--- src/rtl/decrypt_if.sv ---
// AXI4-Stream bundle for the decrypt stage; master drives the beat, slave drives tready.
interface decrypt_if #(
    parameter int unsigned DataWidth = 256,
    parameter int unsigned UserWidth = 128
) ();
    logic [DataWidth-1:0]   tdata;
    logic [DataWidth/8-1:0] tstrb;
    logic [UserWidth-1:0]   tuser;
    logic                   tvalid;
    logic                   tlast;
    logic                   tready;

    modport master (output tdata, tstrb, tuser, tvalid, tlast, input tready);
    modport slave  (input tdata, tstrb, tuser, tvalid, tlast, output tready);
endinterface

--- src/rtl/decrypt.sv ---
// Receive-side stage that strips the 32-bit repeating-key XOR from each frame.
// Mask is chosen at input acceptance and travels with the beat through the skid buffer.
module decrypt #(
    parameter int unsigned C_M_AXIS_DATA_WIDTH  = 256,
    parameter int unsigned C_S_AXIS_DATA_WIDTH  = 256,
    parameter int unsigned C_M_AXIS_TUSER_WIDTH = 128,
    parameter int unsigned C_S_AXIS_TUSER_WIDTH = 128,
    parameter int unsigned C_S_AXI_DATA_WIDTH   = 32,
    parameter int unsigned NUM_RW_REGS          = 2,
    parameter int unsigned NUM_RO_REGS          = 2
) (
    input  logic                                          axi_aclk,
    input  logic                                          axi_areset,
    decrypt_if.slave                                      s_axis,
    decrypt_if.master                                     m_axis,
    input  logic [NUM_RW_REGS*C_S_AXI_DATA_WIDTH-1:0]     rw_regs,
    output logic [NUM_RW_REGS*C_S_AXI_DATA_WIDTH-1:0]     rw_defaults,
    output logic [NUM_RO_REGS*C_S_AXI_DATA_WIDTH-1:0]     ro_regs
);
    localparam int unsigned Dw  = C_M_AXIS_DATA_WIDTH;
    localparam int unsigned Uw  = C_M_AXIS_TUSER_WIDTH;
    localparam int unsigned Sdw = C_S_AXIS_DATA_WIDTH;
    localparam int unsigned Suw = C_S_AXIS_TUSER_WIDTH;
    localparam int unsigned Rw  = C_S_AXI_DATA_WIDTH;

    typedef enum logic [1:0] {StHdr1, StHdr2, StPayload} state_e;

    typedef struct packed {
        logic [Dw-1:0]   data;
        logic [Dw/8-1:0] strb;
        logic [Uw-1:0]   user;
        logic            last;
    } beat_t;

    state_e        state_q, state_d;
    logic [Rw-1:0] key_q, key_d;
    logic          enable_q, enable_d;
    logic          s_ready_q, s_ready_d;
    logic [1:0]    cnt_q, cnt_d;
    beat_t         skid0_q, skid0_d, skid1_q, skid1_d;
    beat_t         out_q, out_d;
    logic          out_valid_q, out_valid_d;
    logic [Rw-1:0] pkt_cnt_q, short_cnt_q;

    logic          accept, out_free, pop, push;
    logic [Dw-1:0] mask;
    beat_t         in_beat;
    logic [Sdw-1:0] in_data;
    logic [Suw-1:0] in_user;
    logic          unused_ctrl;

    assign accept      = s_axis.tvalid & s_ready_q;
    assign in_data     = s_axis.tdata;
    assign in_user     = s_axis.tuser;
    assign unused_ctrl = ^rw_regs[NUM_RW_REGS*Rw-1:Rw+1];

    always_comb begin
        state_d  = state_q;
        key_d    = key_q;
        enable_d = enable_q;
        mask     = '0;
        case (state_q)
            StHdr2:    mask = {16'h0, {7{key_q}}, key_q[15:0]};
            StPayload: mask = {8{key_q}};
            default:   mask = '0;
        endcase
        // HDR1 carries no mask, so the previous packet's enable never matters there.
        if (!enable_q) mask = '0;
        if (accept) begin
            case (state_q)
                StHdr1: begin
                    key_d    = rw_regs[Rw-1:0];
                    enable_d = rw_regs[Rw];
                    state_d  = s_axis.tlast ? StHdr1 : StHdr2;
                end
                StHdr2:    state_d = s_axis.tlast ? StHdr1 : StPayload;
                StPayload: state_d = s_axis.tlast ? StHdr1 : StPayload;
                default:   state_d = StHdr1;
            endcase
        end
    end

    always_comb begin
        in_beat.data = in_data ^ mask;
        in_beat.strb = s_axis.tstrb;
        in_beat.user = in_user;
        in_beat.last = s_axis.tlast;

        out_free    = !out_valid_q || m_axis.tready;
        pop         = out_free && (cnt_q != 2'd0);
        push        = accept && !(out_free && (cnt_q == 2'd0));
        out_d       = out_q;
        out_valid_d = out_valid_q;
        skid0_d     = skid0_q;
        skid1_d     = skid1_q;
        cnt_d       = cnt_q;

        if (out_free) begin
            if (cnt_q != 2'd0) begin
                out_d       = skid0_q;
                out_valid_d = 1'b1;
            end else if (accept) begin
                out_d       = in_beat;
                out_valid_d = 1'b1;
            end else begin
                out_valid_d = 1'b0;
            end
        end

        case ({pop, push})
            2'b10: begin
                skid0_d = skid1_q;
                cnt_d   = cnt_q - 2'd1;
            end
            2'b01: begin
                if (cnt_q == 2'd0) skid0_d = in_beat;
                else               skid1_d = in_beat;
                cnt_d = cnt_q + 2'd1;
            end
            2'b11: begin
                if (cnt_q == 2'd1) begin
                    skid0_d = in_beat;
                end else begin
                    skid0_d = skid1_q;
                    skid1_d = in_beat;
                end
            end
            default: ;
        endcase

        s_ready_d = (cnt_d < 2'd2);
    end

    always_ff @(posedge axi_aclk or posedge axi_areset) begin
        if (axi_areset) begin
            state_q     <= StHdr1;
            key_q       <= '1;
            enable_q    <= 1'b1;
            s_ready_q   <= 1'b0;
            cnt_q       <= 2'd0;
            skid0_q     <= '0;
            skid1_q     <= '0;
            out_q       <= '0;
            out_valid_q <= 1'b0;
            pkt_cnt_q   <= '0;
            short_cnt_q <= '0;
        end else begin
            state_q     <= state_d;
            key_q       <= key_d;
            enable_q    <= enable_d;
            s_ready_q   <= s_ready_d;
            cnt_q       <= cnt_d;
            skid0_q     <= skid0_d;
            skid1_q     <= skid1_d;
            out_q       <= out_d;
            out_valid_q <= out_valid_d;
            if (out_valid_q && m_axis.tready && out_q.last) pkt_cnt_q <= pkt_cnt_q + 1'b1;
            if (accept && (state_q == StHdr1) && s_axis.tlast) short_cnt_q <= short_cnt_q + 1'b1;
        end
    end

    assign s_axis.tready = s_ready_q;
    assign m_axis.tvalid = out_valid_q;
    assign m_axis.tdata  = out_q.data;
    assign m_axis.tstrb  = out_q.strb;
    assign m_axis.tuser  = out_q.user;
    assign m_axis.tlast  = out_q.last;

    assign rw_defaults = {{(NUM_RW_REGS*Rw-Rw-1){1'b0}}, 1'b1, {Rw{1'b1}}};
    assign ro_regs     = {{(NUM_RO_REGS*Rw-2*Rw){1'b0}}, short_cnt_q, pkt_cnt_q};
endmodule

--- src/flat_wrapper.sv ---
// flat-port wrapper written by rule: the top's interface ports become plain ports
module decrypt_flat 
#(
    parameter int unsigned C_M_AXIS_DATA_WIDTH  = 256,
    parameter int unsigned C_S_AXIS_DATA_WIDTH  = 256,
    parameter int unsigned C_M_AXIS_TUSER_WIDTH = 128,
    parameter int unsigned C_S_AXIS_TUSER_WIDTH = 128,
    parameter int unsigned C_S_AXI_DATA_WIDTH   = 32,
    parameter int unsigned NUM_RW_REGS          = 2,
    parameter int unsigned NUM_RO_REGS          = 2
)
  (axi_aclk, axi_areset, rw_regs, rw_defaults, ro_regs, s_axis_tdata, s_axis_tstrb, s_axis_tuser, s_axis_tvalid, s_axis_tlast, s_axis_tready, m_axis_tdata, m_axis_tstrb, m_axis_tuser, m_axis_tvalid, m_axis_tlast, m_axis_tready);
  decrypt_if #(.DataWidth((256)), .UserWidth((128))) s_axis_i ();
  decrypt_if #(.DataWidth((256)), .UserWidth((128))) m_axis_i ();
  input  logic axi_aclk;
  input  logic axi_areset;
  input  logic [NUM_RW_REGS*C_S_AXI_DATA_WIDTH-1:0] rw_regs;
  output logic [NUM_RW_REGS*C_S_AXI_DATA_WIDTH-1:0] rw_defaults;
  output logic [NUM_RO_REGS*C_S_AXI_DATA_WIDTH-1:0] ro_regs;
  input wire logic [$bits(s_axis_i.tdata)-1:0] s_axis_tdata;
  input wire logic [$bits(s_axis_i.tstrb)-1:0] s_axis_tstrb;
  input wire logic [$bits(s_axis_i.tuser)-1:0] s_axis_tuser;
  input wire logic [$bits(s_axis_i.tvalid)-1:0] s_axis_tvalid;
  input wire logic [$bits(s_axis_i.tlast)-1:0] s_axis_tlast;
  output wire logic [$bits(s_axis_i.tready)-1:0] s_axis_tready;
  output wire logic [$bits(m_axis_i.tdata)-1:0] m_axis_tdata;
  output wire logic [$bits(m_axis_i.tstrb)-1:0] m_axis_tstrb;
  output wire logic [$bits(m_axis_i.tuser)-1:0] m_axis_tuser;
  output wire logic [$bits(m_axis_i.tvalid)-1:0] m_axis_tvalid;
  output wire logic [$bits(m_axis_i.tlast)-1:0] m_axis_tlast;
  input wire logic [$bits(m_axis_i.tready)-1:0] m_axis_tready;
  assign s_axis_i.tdata = s_axis_tdata;
  assign s_axis_i.tstrb = s_axis_tstrb;
  assign s_axis_i.tuser = s_axis_tuser;
  assign s_axis_i.tvalid = s_axis_tvalid;
  assign s_axis_i.tlast = s_axis_tlast;
  assign s_axis_tready = s_axis_i.tready;
  assign m_axis_tdata = m_axis_i.tdata;
  assign m_axis_tstrb = m_axis_i.tstrb;
  assign m_axis_tuser = m_axis_i.tuser;
  assign m_axis_tvalid = m_axis_i.tvalid;
  assign m_axis_tlast = m_axis_i.tlast;
  assign m_axis_i.tready = m_axis_tready;
  decrypt #(.C_M_AXIS_DATA_WIDTH(C_M_AXIS_DATA_WIDTH), .C_S_AXIS_DATA_WIDTH(C_S_AXIS_DATA_WIDTH), .C_M_AXIS_TUSER_WIDTH(C_M_AXIS_TUSER_WIDTH), .C_S_AXIS_TUSER_WIDTH(C_S_AXIS_TUSER_WIDTH), .C_S_AXI_DATA_WIDTH(C_S_AXI_DATA_WIDTH), .NUM_RW_REGS(NUM_RW_REGS), .NUM_RO_REGS(NUM_RO_REGS)) u_core (.axi_aclk(axi_aclk), .axi_areset(axi_areset), .s_axis(s_axis_i), .m_axis(m_axis_i), .rw_regs(rw_regs), .rw_defaults(rw_defaults), .ro_regs(ro_regs));
endmodule
--- config.mk ---
export PLATFORM = sky130hd
export DESIGN_NAME = decrypt_flat
export DESIGN_NICKNAME = d
export VERILOG_FILES = /design/src/rtl/decrypt_if.sv /design/src/rtl/decrypt.sv /design/src/flat_wrapper.sv
export SDC_FILE = /design/constraint.sdc
export NUM_CORES = 2
export LEC_CHECK = 0
export BUFFER_PORTS_ARGS = -buffer_cell sky130_fd_sc_hd__buf_4
export CORE_AREA = 2 2 400 402
export CTS_BUF_LIST = sky130_fd_sc_hd__clkbuf_8
export CTS_CLUSTER_SIZE = 24
export DETAILED_ROUTE_END_ITERATION = 6
export DIE_AREA = 0 0 402 404
export PLACE_DENSITY = 0.62
export SLEW_MARGIN = 20
export SYNTH_ARGS = -nofsm -noshare
export SYNTH_HDL_FRONTEND = slang
export SYNTH_SLANG_ARGS = --single-unit
--- constraint.sdc ---
create_clock -name axi_aclk -period 134.9 [get_ports axi_aclk]
set_input_delay 20.235 -clock axi_aclk [delete_from_list [all_inputs] [get_ports axi_aclk]]
set_output_delay 20.235 -clock axi_aclk [all_outputs]
set_load 0.01 [all_outputs]
==> insert_results.sql <==
INSERT INTO impl_metrics (metric_group, metric, value, unit) VALUES
('setup_path', 'worst_path_most_repeated_cell', 'buf_4', ''),
('timing', 'final_critical_period', '24460', 'ps'),
('drt', 'drcViolationCount', '0', ''),
('place', 'placement.io_buffers', '936', ''),
('setup_path', 'crit_required', '135700', 'ps'),
('place', 'post_dp_cell_area', '0.0708', 'mm²'),
('pwr', 'power.density', '25.7', 'mW/mm²'),
('logic_synthesis', 'async_reset_ff_share', '100', '%'),
('cells_and_area', 'share_of_post_route_cells_with_drive_strength_above_1', '21.1', '%'),
('logic_synthesis', 'netlist_instances', '6352', ''),
('drt', 'avgRoutedWirePerCell', '23.5', 'µm'),
('clock_network', 'cts_inserted_buffers', '232', ''),
('pwr', 'irDropWorstVdd', '20.3', 'µV'),
('die', 'floorplan.io_pins', '1032', ''),
('logic_synthesis', 'yosysSeqAreaShare', '54.0', '%'),
('global_routing', 'grt_util_all_layers', '26.3', '%'),
('hold_path', 'hp-class', 'reg2reg', ''),
('drt', 'detailedRoute.firstIterationViolations', '4532', ''),
('clock_network', 'cts.root.buffer_cell', 'clkbuf_8', ''),
('run_status', 'run_status', 'finished clean', ''),
('die', 'die_height', '404', 'µm'),
('global_routing', 'initial_antenna_violation_count', '72', ''),
('drt', 'count_of_tritonroute_iterations_in_the_first_routing_pass', '6', ''),
('timing', 'setup-violations-final', '0', ''),
('timing', 'fmax', '40.9', 'MHz'),
('timing', 'finalCritPeriodShare', '18.1', '%'),
('setup_path', 'critical_path.cell_chain', 'buf_4, nand2_1, a21o_4, buf_4, buf_4, buf_4, buf_4, o21ai_0', ''),
('setup_path', 'critPathCaptureType', 'flop', ''),
('timing', 'final-max-slew-violation-count', '0', ''),
('cells_and_area', 'final_cell_area', '0.0756', 'mm²'),
('global_routing', 'number_of_global_route_vias_before_repair', '50100', ''),
('job', 'timing.max_cap.violations', '0', ''),
('setup_path', 'critPathTopFamily', 'buffers and inverters', ''),
('clock_network', 'cts_resized', '0', ''),
('die', 'die_w', '402', 'µm'),
('clock_network', 'cts-hold-fix-buffers', '0', ''),
('logic_synthesis', 'ys_seq_elements', '1354', ''),
('drt', 'detailroute.via_count', '53000', ''),
('logic_synthesis', 'netlist_top_cells_area', 'dfrtp_1, o21ai_0, nand2_1', ''),
('drt', 'final_antenna_violating_net_count', '0', ''),
('logic_synthesis', 'yosysUniqueCellTypes', '49', ''),
('logic_synthesis', 'syn-cell-area', '0.0628', 'mm²'),
('clock_network', 'clock_tree_from_tritoncts', 'yes', ''),
('logic_synthesis', 'ys_dominant_reg_cell', 'dfrtp_1', ''),
('logic_synthesis', 'synth.most_common_cell', 'dfrtp_1', ''),
('setup_path', 'criticalPathCategory', 'in2reg', ''),
('place', 'dpl.hpwl', '142000', 'µm'),
('setup_path', 'worstPathMaxFanout', '92', ''),
('timing', 'transition_at_the_pin_with_the_smallest_max_transition_slack', '1300', 'ps'),
('timing', 'clock-skew-final', '69.9', 'ps'),
('pwr', 'total_power', '1.94', 'mW'),
('setup_path', 'path_buf_inv', '5', ''),
('clock_network', 'postCtsSetupBuffers', '0', ''),
('die', 'die-area', '0.162', 'mm²'),
('drt', 'detail_route.wirelength', '221000', 'µm'),
('setup_path', 'critical-path-max-stage-delay', '920', 'ps'),
('logic_synthesis', 'synthesis.area_per_instance', '9.89', 'µm²'),
('cells_and_area', 'final_nets', '7567', ''),
('die', 'floorplan.initialDensity', '39.8', '%'),
('setup_path', 'startpoint_kind_of_the_worst_setup_timing_path', 'input port', ''),
('logic_synthesis', 'synth_largest_area_cell', 'dfrtp_1', ''),
('die', 'std_cell_rows', '146', ''),
('global_routing', 'grt_first_pass_wirelength', '325000', 'µm'),
('die', 'placeableCoreArea', '0.158', 'mm²'),
('drt', 'vias_per_cell', '5.64', ''),
('logic_synthesis', 'yosys_warning_total', '0', ''),
('cells_and_area', 'layout_stage_area_growth_over_the_synthesis_result', '20.3', '%'),
('global_routing', 'maximum_number_of_pins_on_one_net_before_global_route_repair', '253', ''),
('global_routing', 'overflow', '0', ''),
('logic_synthesis', 'synth_top_area_share', '52.6', '%'),
('timing', 'unrepaired_setup_endpoints_after_global_routing', 'no', '');
[final cells by class]
| class | instances | area [µm²] |
|---|---|---|
| fillers | 14900 | 82300 |
| repair buffers | 1029 | 7910 |
| inverters | 10 | 45.0 |
| diodes | 61 | 153 |
| multi-input cells | 4447 | 26400 |
| well taps | 2072 | 2590 |
| clock buffers | 288 | 3960 |
| flip-flops and latches | 1354 | 33900 |
| clock inverters | 127 | 631 |
[routing by layer]
metal  routed length [µm]  up-vias  share of wire, %  global-route usage, %
met4                10200       28               4.6                   13.1
met1                89700    26400                41                   34.0
met5                  201        -             0.091                      0
met3                17700      443               8.0                   6.84
met2               103000     1974                47                   41.1
li1                     -    24100                 -                      -
[cell families after synthesis]
logic type / Yosys count / synth area share (%)
and+or+nand+nor: 2051 / 15.0
AOI/OAI and AO/OA: 1867 / 18.5
DFF: 1354 / 54.0
buffers and inverters: 613 / 4.82
muxes: 362 / 6.18
xor gates and xnor gates: 95 / 1.32
adders and majority gates: 8 / 0.159
other: 2 / 0.0120
[report_power, final]
part | internal, mW | total, mW | switching, mW
Clock | 0.194 | 0.371 | 0.178
Sequential | 0.613 | 0.731 | 0.118
Combinational | 0.334 | 0.838 | 0.504
Total | 1.14 | 1.94 | 0.799
[path summary, 6_finish.rpt]
| kind | endpoint | slack, ps | depth (start not counted) | from |
|---|---|---|---|---|
| setup / recovery | u_core.m_axis.tuser[6] | 110440 | 8 | s_axis_tvalid |
| hold reg to reg | u_core.m_axis.tdata[5] | 480 | 1 | u_core.m_axis.tdata[5] |
| hold / removal | u_core.m_axis.tdata[5] | 480 | 1 | u_core.m_axis.tdata[5] |
| max in group asynchronous | u_core.skid0_q[132] | 110680 | 7 | axi_areset |
| setup reg to reg | u_core.m_axis.tuser[6] | 129260 | 8 | u_core.cnt_q[0] |
| min in group asynchronous | u_core.m_axis.tdata[117] | 19470 | 2 | axi_areset |
[cell usage in the layout, fill, tap and decap left out, drive strengths merged, types with 199 or more instances in the layout]
cell	instances
mux2	199
nand2	761
dfrtp	1321
nand3	269
a31oi	385
buf	1029
a22o	224
clkbuf	288
nor2	475
or3	224
o21ai	868
o21a	224
and3	238
[metrics by stage]
stage / hold slack (ps) / util, %
floorplan: 449 / -
global placement: 463 / 44.9
detailed placement: 466 / 44.9
CTS: 479 / 47.8
global route: 492 / 47.9
finish: 476 / 47.9
[sequential cells by signal, indices dropped and copies added (netlist names)]
register              flops
u_core.skid0_q          417
u_core.key_q             32
u_core.enable_q           1
u_core.s_axis.tready      1
u_core.pkt_cnt_q         32
u_core.state_q            2
u_core.m_axis.tvalid      1
u_core.cnt_q              2
u_core.m_axis.tlast       1
u_core.m_axis.tstrb      32
u_core.m_axis.tdata     256
u_core.skid1_q          417
u_core.short_cnt_q       32
u_core.m_axis.tuser     128
No activity file was read; power rests on OpenSTA's default activity.
